--- src/rtl/max7219_pkg.sv ---
// Shared types and constants for the MAX7219 serial write engine.
// Register addresses follow the MAX7219 register map.
package max7219_pkg;

    typedef enum logic [1:0] {
        IDLE  = 2'd0,
        SHIFT = 2'd1,
        HOLD  = 2'd2,
        LATCH = 2'd3
    } state_e;

    localparam int FRAME_W = 16;

    localparam logic [3:0] REG_NOOP         = 4'h0;
    localparam logic [3:0] REG_DIGIT0       = 4'h1;
    localparam logic [3:0] REG_DIGIT1       = 4'h2;
    localparam logic [3:0] REG_DIGIT2       = 4'h3;
    localparam logic [3:0] REG_DIGIT3       = 4'h4;
    localparam logic [3:0] REG_DIGIT4       = 4'h5;
    localparam logic [3:0] REG_DIGIT5       = 4'h6;
    localparam logic [3:0] REG_DIGIT6       = 4'h7;
    localparam logic [3:0] REG_DIGIT7       = 4'h8;
    localparam logic [3:0] REG_DECODE_MODE  = 4'h9;
    localparam logic [3:0] REG_INTENSITY    = 4'hA;
    localparam logic [3:0] REG_SCAN_LIMIT   = 4'hB;
    localparam logic [3:0] REG_SHUTDOWN     = 4'hC;
    localparam logic [3:0] REG_DISPLAY_TEST = 4'hF;

    // The top nibble of every frame is don't-care to the chip; send zeros.
    function automatic logic [FRAME_W-1:0] make_frame(input logic [3:0] addr,
                                                      input logic [7:0] data);
        return {4'b0000, addr, data};
    endfunction

endpackage

--- src/rtl/max7219_driver.sv ---
// Shifts one 16-bit MAX7219 frame out on DIN/CLK/LOAD per accepted request,
// MSB first, two system clocks per serial bit, then latches it with a LOAD rise.
module max7219_driver
    import max7219_pkg::*;
(
    input  logic       i_clk,
    input  logic       i_reset,
    input  logic       i_stb,
    output logic       o_busy,
    output logic       o_ack,
    input  logic [3:0] i_addr,
    input  logic [7:0] i_data,
    input  logic       i_serial_din,
    output logic       o_serial_dout,
    output logic       o_serial_load,
    output logic       o_serial_clk
);

    state_e               state_r;
    logic [FRAME_W-1:0]   shift_r;
    logic [3:0]           bit_cnt_r;
    logic                 phase_r;
    logic                 busy_r;
    logic                 ack_r;
    logic                 dout_r;
    logic                 load_r;
    logic                 sclk_r;

    // DOUT of the chip is reserved for a future daisy-chain readback.
    logic                 unused_din_s;
    assign unused_din_s = i_serial_din;

    // Frame sequencer: phase 0 presents a bit with sclk low, phase 1 raises sclk.
    always_ff @(posedge i_clk) begin
        if (i_reset) begin
            state_r   <= IDLE;
            shift_r   <= '0;
            bit_cnt_r <= 4'd0;
            phase_r   <= 1'b0;
            busy_r    <= 1'b0;
            ack_r     <= 1'b0;
            dout_r    <= 1'b0;
            load_r    <= 1'b1;
            sclk_r    <= 1'b0;
        end else begin
            ack_r <= 1'b0;
            case (state_r)
                IDLE: begin
                    // busy drops one cycle after LATCH, so back-to-back accepts are 36 cycles apart
                    if (busy_r) begin
                        busy_r <= 1'b0;
                    end else if (i_stb) begin
                        busy_r    <= 1'b1;
                        ack_r     <= 1'b1;
                        shift_r   <= make_frame(i_addr, i_data);
                        bit_cnt_r <= 4'd0;
                        phase_r   <= 1'b0;
                        state_r   <= SHIFT;
                    end else begin
                        busy_r <= 1'b0;
                    end
                end
                SHIFT: begin
                    if (!phase_r) begin
                        load_r  <= 1'b0;
                        sclk_r  <= 1'b0;
                        dout_r  <= shift_r[FRAME_W-1];
                        phase_r <= 1'b1;
                    end else begin
                        sclk_r    <= 1'b1;
                        shift_r   <= {shift_r[FRAME_W-2:0], 1'b0};
                        phase_r   <= 1'b0;
                        bit_cnt_r <= bit_cnt_r + 4'd1;
                        if (bit_cnt_r == 4'd15) begin
                            state_r <= HOLD;
                        end else begin
                            state_r <= SHIFT;
                        end
                    end
                end
                HOLD: begin
                    sclk_r  <= 1'b0;
                    dout_r  <= 1'b0;
                    state_r <= LATCH;
                end
                LATCH: begin
                    load_r  <= 1'b1;
                    state_r <= IDLE;
                end
                default: begin
                    state_r <= IDLE;
                    busy_r  <= 1'b0;
                    dout_r  <= 1'b0;
                    load_r  <= 1'b1;
                    sclk_r  <= 1'b0;
                end
            endcase
        end
    end

    assign o_busy        = busy_r;
    assign o_ack         = ack_r;
    assign o_serial_dout = dout_r;
    assign o_serial_load = load_r;
    assign o_serial_clk  = sclk_r;

endmodule

--- config.mk ---
export PLATFORM = sky130hd
export DESIGN_NAME = max7219_driver
export DESIGN_NICKNAME = d
export VERILOG_FILES = /design/src/rtl/max7219_pkg.sv /design/src/rtl/max7219_driver.sv
export SDC_FILE = /design/constraint.sdc
export NUM_CORES = 1
export LEC_CHECK = 0
export CAP_MARGIN = 5
export CORE_MARGIN = 10
export CORE_UTILIZATION = 40
export DETAILED_ROUTE_END_ITERATION = 10
export GPL_TIMING_DRIVEN = 0
export PLACE_DENSITY = 0.58
export SLEW_MARGIN = 5
export SYNTH_ARGS = -nofsm -noshare
export SYNTH_HDL_FRONTEND = slang
export SYNTH_SLANG_ARGS = --single-unit
--- constraint.sdc ---
create_clock -name i_clk -period 1.9 [get_ports i_clk]
set_input_delay 0.38 -clock i_clk [delete_from_list [all_inputs] [get_ports i_clk]]
set_output_delay 0.38 -clock i_clk [all_outputs]
set_load 0.03 [all_outputs]
After elaboration in Yosys (flattened, before gate mapping)
Index checks and enable logic that the tools add are counted.

Register bits: 28. Input port bits: 16. Output and inout port bits: 5. Word-level logic and storage cells: 54.

Add/subtract/negate cells: 1. Equality and inequality tests: 8. Mux-type cells: 25. Bitwise gates (word level): 1. Reductions and logical operators: 10.

Operators by type and width (number): $mux 16 (3); $pmux 16 s2 (1); $mux 4 (3); $mux 1 (8); $mux 2 (4); $ne 2x2->1 const B (4); $pmux 1 s2 (4); $pmux 2 s4 (1); $pmux 4 s2 (1); $reduce_and 3->1 (2); $reduce_bool 2->1 (3); $add 4x1->4 const B (1); $eq 2x2->1 const B (2); $eq 4x4->1 const B (1); $reduce_and 2->1 (2); $reduce_and 4->1 (1); $eq 2x1->1 const B (1); $logic_not 2->1 (1); $reduce_or 2->1 (1); $not 1->1 (1).

Logic depth before layout (Yosys ltp)
Gate-level depths: netlist of run 1.

Depth in word-level cells: 4. Depth in mapped cells: 8. Mapped depth without buffers: 6.

Worst setup path before layout of run 1
OpenSTA, ideal clock, no wires.

Kind: reg-to-reg. Start point: reg state_r[0]. End point: reg bit_cnt_r[2]. Setup time: 70 ps. Arrival: 1489 ps. Required time: 1830 ps. Path slack: 341 ps. Cell stages (with the launch flop): 8. Path buffers: 1. Clock period less this slack: 1559 ps. Cells stage by stage: dfxtp_1 -> inv_1 -> ha_1 -> nand2b_2 -> o2111a_4 -> buf_6 -> nand4b_1 -> a21oi_1.

Cells in the longest elaborated chain, start to end: 3. Elaborated cells between the ends (all ways): 8. Those cells by class: eq/ne (4); mux (1); reduce/logical (3).

RTL lines: start, declared (RTL line max7219_driver.sv:19) `state_e state_r;`; start signal, assigned (RTL line max7219_driver.sv:36) `state_r <= IDLE;`; start signal, assigned (RTL line max7219_driver.sv:58) `state_r <= SHIFT;`; start signal, assigned (RTL line max7219_driver.sv:75) `state_r <= HOLD;`; $eq 2x1->1 or $logic_not 2->1 (tied branches) (RTL line max7219_driver.sv:47) `case (state_r)`; $ne 2x2->1 (no line) or $reduce_bool 2->1 (tied branches); $reduce_and 4->1 (no line); end signal, assigned (RTL line max7219_driver.sv:73) `bit_cnt_r <= bit_cnt_r + 4'd1;`; end, declared (RTL line max7219_driver.sv:21) `logic [3:0] bit_cnt_r;`.

Parallel ways exist; a longest one is shown, timed or not. A chain may end at the register's enable or synchronous reset.

Worst setup path in the final report of run 1
Start point: reg sclk_r (netlist: o_serial_clk). End point: out o_serial_clk.

RTL lines: start, declared (RTL line max7219_driver.sv:27) `logic sclk_r;`; start signal, assigned (RTL line max7219_driver.sv:44) `sclk_r <= 1'b0;`; start signal, assigned (RTL line max7219_driver.sv:66) `sclk_r <= 1'b0;`; start signal, assigned (RTL line max7219_driver.sv:70) `sclk_r <= 1'b1;`; end, declared (RTL line max7219_driver.sv:16) `output logic o_serial_clk`.

No word-level cell between the ends.

==> metrics.txt, run 1 <==
status=complete, no violations; Slew HR=between 50 and 60%; Layout area overhead=20.5%; Post-Synthesis Cells=between 100 and 150; Combinational Power Share=41.7%; antenna fix cells=0; TritonCTS clock tree=done; area of the multi-input gates=a little under 800 um^2; flops & latches, synth=28; Worst Hold Launch=shift_r[12]; worst reg2reg path depth=7; non-filler cells, final=between 200 and 250; Die H=about 80 um; DRT Wirelength=a little over 3 mm; Synth Flop Type=dfxtp_1; skew final=~0.0016 ns; dpl hpwl=roughly 2.2 mm; drt pass-1 iters=4; count of hold-fix buffers inserted at cts=0; Mapped Area=about 1400 um^2; placed insts=210; Die ar.=~6300 um^2; Overall Global Routing Usage=about 10%; ys async rst share=0%; Top delay family on crit path=buffers and inverters; power per cell area=about 1100 nW/um^2; Placer Congestion=0.730; post-synth top area cell=dfxtp_1; FF-to-FF Start=state_r[0]; Die X=79.3 um; Synth area leaders=dfxtp_1 40%, a211oi_2 8.9%, mux2i_1 8.5%; Syn Nets=between 150 and 200; Routed Antenna Nets=0; sequential power share=a little over two fifths; final cycle utilization of the critical path=between 90% and 100%; EDFF count, synth=0; peak supply drop=~570 uV; Initial Util=approximately two fifths; vias post-DR=1105; setup TNS=0 ns; Overall Power=approximately 1.8 mW; via/cell ratio=about 5.2; CTS root buffer=clkbuf_4; Inserted Clock Buffers=3; startpoint types=flop; grt ovf=0; CTS resizes=0; register area share after synthesis=39.8%; clock latency on the worst-skew pair=approximately 0.32 ns; slowest stage delay, CP=approximately 0.67 ns; shortest period the worst path allows=1.73 ns; Worst Path Required=around 1.5 ns; DRC viols=0; FF/Latch Area=562 um^2; # nets final=between 150 and 200; Fin. Hold Viols=0; maximum fanout along the worst path=2; Yosys Warn Count=0; P_sw=659 uW; ratio of cells with drive above 1 in the final layout=between 15 and 20%; Site Rows=21; CP max-delay cell=clkdlybuf4s50_1; syn_area_per_cell=between 9 and 10 um^2; P_int=~1.1 mW; Setup crit end kind=output pin; Hold Path Class=flop to flop; Hold EP=shift_r[12]; initial antenna violation count=0; R2R setup slack=0.17 ns; # fillers=roughly 340; IO buf count=18; Clock Tree Buf Depth=2; Least-Margin Pin Slew=~0.64 ns; sw frac=a little under two fifths; I/O Pins=21; vias in the first global route=1133; postcts setup bufs=0; wire length per cell=between 10 and 15 um; # clock sinks=28; CTS clk-pin slew, worst paths=about 0.15 ns; CP bufs+invs=1; P_leak=approximately 0.63 nW; count of final setup violators=0; Setup CP Type=flop to output pin; commonest non-fill, non-tap cell in the layout=dfxtp_1; depth of the CTS H-tree=1; Max Fclk=between 0.5 and 0.6 GHz; number of slew-limit violations in the final report=0; Clk pwr share=between 10% and 20%; commonest non-fill, non-tap cells in the layout=27 x dfxtp_1, 17 x clkdlybuf4s50_1, 15 x nor2_1; Yosys top cell area share=39.8%; WP data arrival=~1.4 ns; largest net degree at the start of global routing=16; DR iter-0 viols=56; CP cell instances=clkdlybuf4s50_1; Unique masters post-synth=32; R2R Path End=shift_r[11]; RSZ-0062 raised after global routing=no; core region area=between 3000 and 4000 um^2; hold path cells=2; Max-cap violations=0; first-pass GRT wire length=5.27 mm
[power by group through the flow]
stage | registers [mW] | clock network [mW] | logic [mW]
detailed placement | 0.771 | 0 | 0.736
global route | 0.773 | 0.335 | 0.823
floorplan | 0.776 | 0 | 0.552
CTS | 0.756 | 0.302 | 0.740
finish | 0.758 | 0.288 | 0.748
global placement | 0.766 | 0 | 0.719
[worst register-to-register path, stage by stage, from the launching register on]
cell	delay, ns
dfxtp_2	0.42
inv_1	0.11
ha_1	0.31
nand2b_2	0.18
o2111a_4	0.27
buf_6	0.14
nor2_1	0.05
a211oi_2	0.19
[flip-flops by register name, indices dropped and copies added (netlist names), named ones only]
register	cells
bit_cnt_r	4
o_ack	1
o_busy	1
o_serial_clk	1
o_serial_dout	1
o_serial_load	1
phase_r	1
shift_r	16
state_r	1
[metrics by stage]
| stage | utilization, % | setup slack [ns] | hold slack, ns | cell area, um^2 |
|---|---|---|---|---|
| after global routing | 50.4 | 0.0195 | 0.488 | 1700 |
| after detailed placement | 48.9 | 0.0669 | 0.449 | 1650 |
| final | 50.4 | 0.165 | 0.466 | 1700 |
| after CTS | 50.0 | 0.0293 | 0.471 | 1680 |
| after global placement | 48.9 | 0.121 | 0.440 | 1650 |
| after floorplan | - | 0.341 | 0.427 | 1410 |
[cells in the mapped netlist, types with 3 or more instances]
master / n
nand3_1: 9
a211oi_2: 10
clkbuf_1: 3
dfxtp_1: 28
nand3b_1: 3
buf_2: 3
o21ai_0: 4
nand2_1: 12
a21oi_1: 14
ha_1: 7
nor2_1: 15
mux2i_1: 12
[per-layer routing]
layer  track usage [%]  vias to the layer above  share of wire (%)
li1                  -                      572                  -
met1              12.7                      517                 49
met2              16.2                       14                 46
met3              2.82                        2                4.5
met4              2.15                        0               0.61
met5                 0                        -                  0
[cells by family after synthesis]
logic type / after synthesis / share of synthesized area (%)
AOI/OAI and AO/OA: 35 / 21.1
adders and majority gates: 7 / 6.22
buffers and inverters: 11 / 4.53
DFF: 28 / 39.8
muxes: 13 / 9.33
and+or+nand+nor: 52 / 19.0
[worst max-delay path by stage]
| stage | start | end | cells after the start |
|---|---|---|---|
| finish | o_serial_clk | o_serial_clk | 1 |
| global route | flop | shift_r[6] | 7 |
| CTS | o_busy | o_busy | 1 |
| detailed placement | i_stb | bit_cnt_r[2] | 5 |
| global placement | i_stb | bit_cnt_r[2] | 5 |
| floorplan | state_r[0] | bit_cnt_r[2] | 7 |
[area by class of cell]
class,count,area share [%]
buffer,9,3.32
clock buffer,4,2.14
inverter,2,0.442
multi-input combinational,107,46.8
sequential,28,33.1
tap,46,3.39
timing repair buffer,18,10.8
No activity file was read; power rests on OpenSTA's default activity.
==> run 2: changes to the inputs <==
--- a/config.mk
+++ b/config.mk
@@ -5,7 +5,7 @@
 export SDC_FILE = /design/constraint.sdc
 export NUM_CORES = 1
 export LEC_CHECK = 0
-export CAP_MARGIN = 5
+export CAP_MARGIN = 40
 export CORE_MARGIN = 10
 export CORE_UTILIZATION = 40
 export DETAILED_ROUTE_END_ITERATION = 10
==> results of run 2 <==
No change in the layout: final DEF, timing and power equal those of run 1.
==> run 3: changes to the inputs <==
--- a/config.mk
+++ b/config.mk
@@ -11,6 +11,7 @@
 export DETAILED_ROUTE_END_ITERATION = 10
 export GPL_TIMING_DRIVEN = 0
 export PLACE_DENSITY = 0.58
+export RECOVER_POWER = 25
 export SLEW_MARGIN = 5
 export SYNTH_ARGS = -nofsm -noshare
 export SYNTH_HDL_FRONTEND = slang
==> constraint.sdc (replaced) <==
create_clock -name i_clk -period 1.8 [get_ports i_clk]
set_input_delay 0.36 -clock i_clk [delete_from_list [all_inputs] [get_ports i_clk]]
set_output_delay 0.36 -clock i_clk [all_outputs]
set_load 0.03 [all_outputs]
==> metrics.txt, run 3 (same netlist as run 1, synthesis figures left out) <==
skew final=between 0.003 and 0.004 ns; slowest stage delay, CP=0.67 ns; GR Util met1=~13%; vias post-DR=1129; Die X=79.3 um; I/O Pins=21; Die ar.=roughly 6300 um^2; Post-DP Area=approximately 1600 um^2; max reg flops=16; non-filler cells, final=approximately 210; maximum fanout along the worst path=2; IO buf count=18; FF/Latch Area=roughly 560 um^2; power per cell area=about 1100 nW/um^2; TritonCTS clock tree=done; commonest non-fill, non-tap cells in the layout=26 x dfxtp_1, 16 x clkdlybuf4s50_1, 15 x nor2_1; Layout area overhead=20.6%; first-pass GRT wire length=approximately 5.4 mm; Site Rows=21; Setup CP Type=flop to output pin; Overall Global Routing Usage=10.2%; Setup crit end kind=output pin; via/cell ratio=5.28; largest net degree at the start of global routing=16; peak supply drop=between 600 and 700 uV; Routed Antenna Nets=0; # fillers=343; CP cell instances=clkdlybuf4s50_1; count of final setup violators=0; final cycle utilization of the critical path=95.2%; CTS root buffer=clkbuf_4; Placer Congestion=0.730; count of hold-fix buffers inserted at cts=0; Die H=about 79 um; clock latency on the worst-skew pair=about 0.32 ns; # nets final=around 190; postcts setup bufs=0; Inserted Clock Buffers=3; placed insts=210; core region area=about 3400 um^2; ratio of cells with drive above 1 in the final layout=between 10% and 20%; antenna fix cells=0; DR iter-0 viols=58; Least-Margin Pin Slew=around 0.64 ns; Clock Tree Buf Depth=2; M2 GR Usage=17.0%; wire length per cell=approximately 15 um; Hold Path Class=flop to flop; # clock sinks=28; Top delay family on crit path=buffers and inverters; Max-cap violations=0; met3 Use GR=between 2 and 3%; post-layout util=between 50% and 60%; P_leak=0.612 nW; shortest period the worst path allows=around 1.7 ns; cell area after layout=about 1700 um^2; Slew HR=a little under three fifths; Largest Register=shift_r; hold_ws=roughly 0.47 ns; RSZ-0062 raised after global routing=no; vias in the first global route=1150; CP bufs+invs=1; status=complete, no violations; R2R setup slack=0.14 ns; number of slew-limit violations in the final report=0; Max Fclk=0.583 GHz; setup TNS=0 ns; commonest non-fill, non-tap cell in the layout=dfxtp_1; CTS clk-pin slew, worst paths=approximately 0.15 ns; Fin. Hold Viols=0; dpl hpwl=around 2.2 mm; WP data arrival=about 1.4 ns; depth of the CTS H-tree=1; CP max-delay cell=clkdlybuf4s50_1; Worst Path Required=approximately 1.4 ns; drt pass-1 iters=4; Initial Util=between 40% and 50%; area of the multi-input gates=802 um^2; grt peak-use layer=met2; DRT Wirelength=between 3 and 4 mm; startpoint types=flop; largest registers=shift_r: 16 flops, bit_cnt_r: 4 flops; initial antenna violation count=0; grt ovf=0; DRC viols=0
run 3: changes by cell type in the layout (fill, tap and decap cells not counted):
cell	previous run	this run
nand2_2	0	1
clkdlybuf4s50_1	17	16
clkbuf_1	3	4
nand2_1	12	11
dlymetal6s2s_1	1	0
ha_2	0	2
dlygate4sd2_1	0	1
ha_1	7	5
clkbuf_4	3	4
dfxtp_1	27	26
buf_2	3	2
dfxtp_2	1	2
run 3: path summary, 6_finish.rpt:
path,cells after the start,end,start
worst min-delay path,2,shift_r[14],shift_r[14]
worst min register to register,2,shift_r[14],shift_r[14]
worst max register to register,7,shift_r[15],state_r[0]
worst max-delay path,1,o_serial_clk,o_serial_clk
run 3: per-layer routing:
layer | wire [um] | vias to the layer above | share of wire, %
met2 | 1460 | 16 | 47
met5 | 0 | - | 0
met1 | 1480 | 535 | 48
met4 | 28 | 0 | 0.90
met3 | 137 | 4 | 4.4
li1 | - | 574 | -
run 3: where the power goes:
| group | internal [mW] | total, mW | switching [mW] |
|---|---|---|---|
| Clock | 0.124 | 0.304 | 0.181 |
| Sequential | 0.728 | 0.800 | 0.0715 |
| Combinational | 0.352 | 0.797 | 0.445 |
| Total | 1.20 | 1.90 | 0.697 |
run 3: timing repair:
| action | CTS | global route |
|---|---|---|
| pin swaps | 0 | 0 |
| gates resized for setup | 3 | 6 |
| endpoints found under the setup margin | 4 | 22 |
run 3: final cells by class:
cell class	instances	share of cell area (%)
repair buffers	18	10.2
well taps	46	3.39
clock buffers	4	2.14
multi-input cells	107	47.2
inverters	2	0.442
flip-flops and latches	28	33.2
plain buffers	9	3.46
run 3: through the flow:
| step | setup slack (ns) | total power, mW |
|---|---|---|
| 2_1_floorplan | 0.241 | 1.40 |
| 3_3_place_gp | 0.0407 | 1.57 |
| 3_5_place_dp | -0.0131 | 1.59 |
| 4_1_cts | 0.0577 | 1.91 |
| 5_1_grt | 0.00723 | 2.05 |
| 6_report | 0.0859 | 1.90 |
